===== src/rtl/multiciclo_mem_ctrl.sv =====
// Multicycle load/store controller bridging the CPU to separate code and data RAMs.
// Optional MEMCTRL_MISALIGN_TRAP_EN: flag misaligned accesses instead of aligning them.
module multiciclo_mem_ctrl #(
    parameter int WORD_AW     = 10,
    parameter int WAIT_CYCLES = 1,
    parameter int SEL_BIT     = 28
) (
    input  logic               clockCPU,
    input  logic               reset,
    input  logic               req,
    input  logic               we,
    input  logic [1:0]         size,
    input  logic               uns,
    input  logic [31:0]        addr,
    input  logic [31:0]        wdata,
    output logic               busy,
    output logic               done,
    output logic               err,
    output logic [31:0]        rdata,
    output logic [WORD_AW-1:0] mem_addr,
    output logic               code_wren,
    output logic               data_wren,
    output logic [3:0]         byteena,
    output logic [31:0]        mem_wdata,
    input  logic [31:0]        code_q,
    input  logic [31:0]        data_q
);

    typedef enum logic [1:0] {IDLE, READ, WRITE, RESP} state_t;

    localparam logic [3:0] LAST = 4'(WAIT_CYCLES - 1);

    state_t      state, state_n;
    logic [3:0]  cnt, cnt_n;
    logic [31:0] addr_q, wdata_q;
    logic [1:0]  size_q;
    logic        uns_q, err_q;
    logic        trap;
    logic [31:0] addr_al;
    logic [31:0] q_sel, q_shift, ld_val;
    logic        unused_addr;

    assign unused_addr = ^addr_q;

    always_comb begin
        addr_al = addr;
`ifdef MEMCTRL_MISALIGN_TRAP_EN
        trap = (size == 2'b01 && addr[0]) || (size[1] && addr[1:0] != 2'b00);
`else
        trap = 1'b0;
        // Round the offending access down to its natural boundary instead of trapping.
        if (size == 2'b01)
            addr_al[0] = 1'b0;
        else if (size[1])
            addr_al[1:0] = 2'b00;
`endif
    end

    always_ff @(posedge clockCPU or posedge reset) begin
        if (reset) begin
            state   <= IDLE;
            cnt     <= '0;
            addr_q  <= '0;
            wdata_q <= '0;
            size_q  <= '0;
            uns_q   <= 1'b0;
            err_q   <= 1'b0;
            rdata   <= '0;
        end else begin
            state <= state_n;
            cnt   <= cnt_n;
            if (state == IDLE && req) begin
                addr_q  <= addr_al;
                wdata_q <= wdata;
                size_q  <= size;
                uns_q   <= uns;
                err_q   <= trap;
            end
            if (state == READ && cnt == LAST)
                rdata <= ld_val;
        end
    end

    always_comb begin
        state_n = state;
        cnt_n   = cnt;
        case (state)
            IDLE: begin
                cnt_n = '0;
                if (req) begin
                    if (trap)
                        state_n = RESP;
                    else if (we)
                        state_n = WRITE;
                    else
                        state_n = READ;
                end
            end
            READ: begin
                if (cnt == LAST) begin
                    cnt_n   = '0;
                    state_n = RESP;
                end else begin
                    cnt_n = cnt + 4'd1;
                end
            end
            WRITE:   state_n = RESP;
            default: state_n = IDLE;
        endcase
    end

    // Byte and half lanes share one right shift; half addresses are always even here.
    always_comb begin
        q_sel   = addr_q[SEL_BIT] ? data_q : code_q;
        q_shift = q_sel >> {addr_q[1:0], 3'b000};
        case (size_q)
            2'b00:   ld_val = {{24{~uns_q & q_shift[7]}}, q_shift[7:0]};
            2'b01:   ld_val = {{16{~uns_q & q_shift[15]}}, q_shift[15:0]};
            default: ld_val = q_sel;
        endcase
    end

    always_comb begin
        byteena = 4'b0000;
        if (state == WRITE) begin
            case (size_q)
                2'b00:   byteena = 4'b0001 << addr_q[1:0];
                2'b01:   byteena = 4'b0011 << {addr_q[1], 1'b0};
                default: byteena = 4'b1111;
            endcase
        end
        case (size_q)
            2'b00:   mem_wdata = {4{wdata_q[7:0]}};
            2'b01:   mem_wdata = {2{wdata_q[15:0]}};
            default: mem_wdata = wdata_q;
        endcase
    end

    assign busy      = (state != IDLE);
    assign done      = (state == RESP);
    assign err       = (state == RESP) && err_q;
    assign mem_addr  = addr_q[WORD_AW+1:2];
    assign code_wren = (state == WRITE) && !addr_q[SEL_BIT];
    assign data_wren = (state == WRITE) && addr_q[SEL_BIT];

endmodule

===== config.mk =====
export PLATFORM = sky130hd
export DESIGN_NAME = multiciclo_mem_ctrl
export DESIGN_NICKNAME = d
export VERILOG_FILES = /design/src/rtl/multiciclo_mem_ctrl.sv
export SDC_FILE = /design/constraint.sdc
export NUM_CORES = 1
export LEC_CHECK = 0
export CAP_MARGIN = 20
export CORE_AREA = 2 2 115 117
export CTS_CLUSTER_SIZE = 12
export DETAILED_ROUTE_END_ITERATION = 6
export DIE_AREA = 0 0 117 119
export GPL_TIMING_DRIVEN = 0
export PLACE_DENSITY_LB_ADDON = 0.05
export SYNTH_ARGS = -nofsm -noshare
export SYNTH_HDL_FRONTEND = slang
export SYNTH_SLANG_ARGS = --single-unit

===== constraint.sdc =====
create_clock -name clockCPU -period 3.3 [get_ports clockCPU]
set_input_delay 0.33 -clock clockCPU [delete_from_list [all_inputs] [get_ports clockCPU]]
set_output_delay 0.33 -clock clockCPU [all_outputs]
set_load 0.01 [all_outputs]

==> results.cfg, run 1 <==
[final_layout]
antennaDiodeCount = 0
final_cell_mix = clkdlybuf4s50_1 (197), dfrtp_1 (86), mux2_2 (77)
final_area_um2 = 7500
nets = 827
final_layout_size_suffix_gt1_share_pct = 19.9
final_common_cell = clkdlybuf4s50_1
syn_to_final_growth_pct = 50.4
final_util_pct = 58.3

[setup_path]
slowest_delay_ns = 0.59
cp.arrival_ns = 2.69
crit_path_end_kind = output port
cp_max_fo = 10
crit_path_cell_trace = clkbuf_1, buf_1, clkbuf_1, o21a_1, clkdlybuf4s50_1
worstSetupPathType = flop to output port
crit_required_ns = 2.97
start_kind = flop
cp_slowest_cell = clkdlybuf4s50_1
path_common_cell = clkbuf_1

[min_path]
min_path_type = input pin to asynchronous set/reset pin

[power_and_ir_drop]
leakage_nw = 3.11
powerDensity_nw_per_um2 = 1020
power_frac_clock_pct = 13.1
p_sw_mw = 2.98
seq_power_share_pct = 24.8
ir_drop_uv = 488
switching_share_pct = 38.7
p_comb_share_pct = 62.1
internal-power_mw = 4.71

[synth]
async_reset_ff_share_pct = 100
synthDistinctLibCells = 39
syn_area_per_cell_um2 = 10.5
synth_edf_count = 0
yosysSeqAreaShare_pct = 43.1
ys.flop_type = dfrtp_1
syn_nets = 618
ys_ff_latch = 86
synth_area_um2 = 4990
synth_cells = 477
synth_warnings = 0

[timing]
max_freq_ghz = 0.331
slew_headroom_pct = 42.7
finClkSkew_ns = 0.00907
slew_violations = 0
grt_setup_unrepaired = no
finalHoldViolCount = 0
setup_viol = 0
post-route-period-util_pct = 91.6
finalSetupTns_ns = 0
min_period_ns = 3.02
worst_pin_slew_ns = 0.857
setup_slack_ns = 0.279

[clock_network]
post_cts.repair.setup_buffers = 0
cts_tree = built
cts_htree_levels = 3
insertion_delay_ns = 0.34
clock-root-buffer = clkbuf_16
cts.sink_count = 86
path_clk_slew_ns = 0.07
cts_buffer_depth = 2
cts_buffers = 9
post_cts_resize_count = 0
hold_buffers = 0

[grt]
grt_pass1_wl_mm = 23.5
grt_usage_pct = 22.1
grt_pass1_vias = 4586
antenna_found_initial = 0
grt_max_degree = 70
grt-ovfl-total = 0

[drt]
wl_met2_mm = 7.55
met1_length_mm = 6.04
drtPass1Iterations = 4
ant_nets = 0
drc = 0
top_layer_used = met4
wl_met3_mm = 1.44
via_per_inst = 5.15
drtIter0Drc = 158
post_drt_wl_per_cell_um = 17.8
vias = 4456
wirelength_mm = 15.4

[floorplanning]
dieArea_um2 = 13900
num_rows = 42
die_x_um = 117
fp.dieH_um = 119
start_util_pct = 38.7
pin_count = 218
core-area_um2 = 12900

[placed_design]
post-place-ws_ns = 0.508
port_buffers = 197
gp_congestion = 0.851
dpl-instance-area_um2 = 7210
post-dp-hpwl_mm = 11.9

[run]
cap_violations = 0

[run_status]
outcome = finished, final reports clean
-- power by group through the flow --
stage | registers [mW] | clock network (mW) | logic [mW]
2_1_floorplan | 1.92 | 0 | 2.72
3_3_place_gp | 1.90 | 0 | 4.71
3_5_place_dp | 1.92 | 0 | 4.78
4_1_cts | 1.91 | 1.03 | 4.81
5_1_grt | 1.97 | 1.07 | 5.17
6_report | 1.90 | 1.01 | 4.78
-- kinds of logic (layout without fill, tap and decap cells) --
family | Yosys count | count (layout) | share of synthesized area (%)
buffers and inverters | 67 | 280 | 7.12
adder cells (fa/ha/maj) | 6 | 6 | 1.50
AO/OA/AOI/OAI | 138 | 138 | 16.7
multiplexers | 115 | 115 | 25.5
flip-flops | 86 | 86 | 43.1
AND/OR/NAND/NOR | 64 | 64 | 5.92
other | 1 | 1 | 0.0752
-- cells in the mapped netlist, types with 2 or more instances --
cell type | count | area share (%)
dfrtp_1 | 86 | 43
mux2_2 | 77 | 17
a21oi_1 | 41 | 4.1
o21ai_0 | 38 | 3.8
mux2i_1 | 35 | 7.0
o22ai_1 | 28 | 3.5
nand2_1 | 27 | 2.0
buf_4 | 21 | 3.2
clkbuf_1 | 18 | 1.4
nor2_1 | 17 | 1.3
inv_1 | 11 | 0.83
buf_2 | 8 | 0.80
buf_1 | 7 | 0.53
o211ai_1 | 7 | 1.1
ha_1 | 6 | 1.5
a221oi_1 | 5 | 0.88
o2bb2ai_1 | 5 | 0.88
nand3_1 | 3 | 0.30
nor2b_1 | 3 | 0.38
o21a_1 | 3 | 0.45
or2_2 | 3 | 0.38
or3b_2 | 3 | 0.53
a21bo_2 | 2 | 0.40
a21boi_0 | 2 | 0.30
a22o_1 | 2 | 0.35
buf_6 | 2 | 0.45
mux4_2 | 2 | 0.90
nand2b_1 | 2 | 0.25
nor3_1 | 2 | 0.20
o311a_1 | 2 | 0.40
-- path summary, 6_finish.rpt --
| path | start | to | slack (ns) | cells past startpoint |
|---|---|---|---|---|
| max | size_q[1] | byteena[1] | 0.28 | 5 |
| min | reset | addr_q[28] | 0.29 | 2 |
| max reg2reg | state[1] | rdata[21] | 1.03 | 9 |
| min reg2reg | rdata[2] | rdata[2] | 0.48 | 2 |
| max in group asynchronous | reset | rdata[0] | 2.39 | 3 |
| min in group clockCPU | rdata[2] | rdata[2] | 0.48 | 2 |
-- sequential cells by signal, indices dropped and copies added, names as in the netlist --
register and flops:
wdata_q 32, addr_q 13, cnt 4, state 2, rdata 32, uns_q 1, size_q 2
-- critical path, delay by kind of cell, from the launching register on --
family | cells | cell delay (ns)
buffers and inverters | 4 | 1.77
DFF | 1 | 0.39
AOI/OAI and AO/OA | 1 | 0.20
-- routing by layer --
metal / vias up / track usage (%)
li1: 2135 / -
met1: 2126 / 26.4
met2: 173 / 36.8
met3: 22 / 7.18
met4: 0 / 8.09
met5: - / 0
-- layout make-up --
class / instances / area [um2]
inverter: 11 / 43.8
buffer: 56 / 315
sequential: 86 / 2150
fill: 1157 / 5370
clock buffer: 11 / 243
multi-input combinational: 324 / 2480
clock inverter: 4 / 47.5
tap: 176 / 220
timing repair buffer: 198 / 2000
-- per-stage QoR --
step / power (mW) / hold WS, ns / cells
after floorplan: 4.65 / 0.463 / 477
after global placement: 6.61 / 0.467 / 850
final: 7.69 / 0.290 / 866
after detailed placement: 6.70 / 0.470 / 851
after global routing: 8.21 / 0.314 / 866
after CTS: 7.76 / 0.290 / 866
(Power assumes the default switching activity.)
==> inputs of run 2 (changes only) <==
--- a/config.mk
+++ b/config.mk
@@ -7,7 +7,6 @@
 export LEC_CHECK = 0
 export CAP_MARGIN = 20
 export CORE_AREA = 2 2 115 117
-export CTS_CLUSTER_SIZE = 12
 export DETAILED_ROUTE_END_ITERATION = 6
 export DIE_AREA = 0 0 117 119
 export GPL_TIMING_DRIVEN = 0
==> constraint.sdc (replaced) <==
create_clock -name clockCPU -period 2.9 [get_ports clockCPU]
set_input_delay 0.29 -clock clockCPU [delete_from_list [all_inputs] [get_ports clockCPU]]
set_output_delay 0.29 -clock clockCPU [all_outputs]
set_load 0.01 [all_outputs]
==> run 2 against run 1 <==
Against the previous run: clock skew grew 0.0010 ns; final area about the same; global-route usage barely moved; final cell count decreased by 0.23%; utilization about the same; register-to-register slack got worse by 0.41 ns; hold slack lost 0.042 ns; critical endpoint is now byteena[2]; largest power group unchanged.
==> results.cfg, run 2 (same netlist as run 1, synthesis figures left out) <==
[setup_path]
crit_path_end_kind = output port
start_kind = flop
reg2reg_to = rdata[21]
r2r-start = state[1]
r2r_slack_ns = 0.62
worstSetupPathType = flop to output port
reg2reg_depth = 9
cp.arrival_ns = 2.40
worstSetupStartpoint = addr_q[1]
crit_required_ns = 2.61
cp_max_fo = 10
worstSetupEndpoint = byteena[2]

[clock_network]
cts_buffers = 9
cts.sink_count = 86
post_cts.repair.setup_buffers = 0
cts_htree_levels = 3
cts_buffer_depth = 2
cts_tree = built
clock-root-buffer = clkbuf_16
path_clk_slew_ns = 0.07
insertion_delay_ns = 0.34

[drt]
ant_nets = 0
drtIter0Drc = 174
post_drt_wl_per_cell_um = 17.8
via_per_inst = 5.17
vias = 4466
wirelength_mm = 15.4
drtPass1Iterations = 5
drc = 0

[floorplanning]
pin_count = 218
num_rows = 42
fp.dieH_um = 119
core-area_um2 = 12900
dieArea_um2 = 13900
start_util_pct = 38.7
die_x_um = 117

[power_and_ir_drop]
finalPower_mw = 8.75
ir_drop_uv = 554
leakage_nw = 3.11
powerDensity_nw_per_um2 = 1170

[placed_design]
gp_congestion = 0.851
post-dp-hpwl_mm = 11.9
dpl-instance-area_um2 = 7210
port_buffers = 197

[run_status]
outcome = finished, final reports clean

[timing]
slew_violations = 0
grt_setup_unrepaired = no
min_period_ns = 2.69
worst_pin_slew_ns = 0.650
finClkSkew_ns = 0.0101
slew_headroom_pct = 56.5
post-route-period-util_pct = 92.6
finalHoldViolCount = 0
max_freq_ghz = 0.372
setup_viol = 0

[grt]
grt_max_degree = 70
antenna_found_initial = 0
grt-ovfl-total = 0
grt_pass1_wl_mm = 23.5
grt_pass1_vias = 4592
grt_usage_pct = 22.1

[final_layout]
final_area_um2 = 7500
syn_to_final_growth_pct = 50.4
top_regs = rdata x32, wdata_q x32, addr_q x13
final_common_cell = clkdlybuf4s50_1
antennaDiodeCount = 0
final_cell_mix = clkdlybuf4s50_1 (197), dfrtp_1 (86), mux2_2 (77)
final_layout_size_suffix_gt1_share_pct = 20.5
nets = 825

[run]
cap_violations = 0

[min_path]
min_path_type = input pin to asynchronous set/reset pin
==> run 2: cell types whose count changed in the layout (fill, tap and decap cells not counted), sizes merged <==
cell / delta
buf: +1
clkbuf: -3
==> run 2: through the flow <==
stage	util [%]	setup WS (ns)	TNS (ns)	hold slack (ns)	std cells
final	58.3	0.215	0	0.248	864
after global routing	58.3	0.0235	0	0.274	864
after CTS	58.3	0.0583	0	0.250	866
after detailed placement	56.0	0.148	0	0.470	851
after global placement	55.8	-1.10	-93.96	0.467	850
after floorplan	-	0.388	0	0.423	477
==> run 2: worst min path at each step <==
stage,start,end,slack (ns),cells past startpoint
after floorplan,addr[0],addr_q[0],0.42,1
after global placement,rdata[2],rdata[2],0.47,2
after detailed placement,rdata[2],rdata[2],0.47,2
after CTS,reset,addr_q[28],0.25,2
after global routing,reset,addr_q[10],0.27,2
final,reset,addr_q[28],0.25,2
==> run 2: cell type report <==
cell class,count,area [um2]
timing repair buffer,198,2000
buffer,54,312
tap,176,220
inverter,11,43.8
clock buffer,11,243
fill,1158,5370
clock inverter,4,47.5
sequential,86,2150
multi-input combinational,324,2480
==> run 2: report_power, final <==
part           switching (mW)  internal (mW)
sequential              0.387           1.80
clock                   0.465          0.683
combinational            2.54           2.88
==> run 2: what timing repair did <==
action | 4_1_cts | 5_1_grt
cloned | 0 | 0
hold endpoints to repair | 0 | 0
hold buffers | 0 | 0
setup endpoints to repair | 18 | 10
gates resized for setup | 4 | 2
==> run 2: routing by layer <==
metal	vias up	GRT usage [%]	routed length, um
li1	2127	-	-
met1	2126	26.3	6000
met2	191	36.8	7550
met3	22	7.18	1510
met4	0	8.16	345
met5	-	0	0
==> run 2: critical path, stage by stage (launching register included) <==
cell and delay (ns):
dfrtp_1 0.31, buf_2 0.23, buf_1 0.49, o21ai_0 0.17, a21boi_0 0.24, clkdlybuf4s50_1 0.62
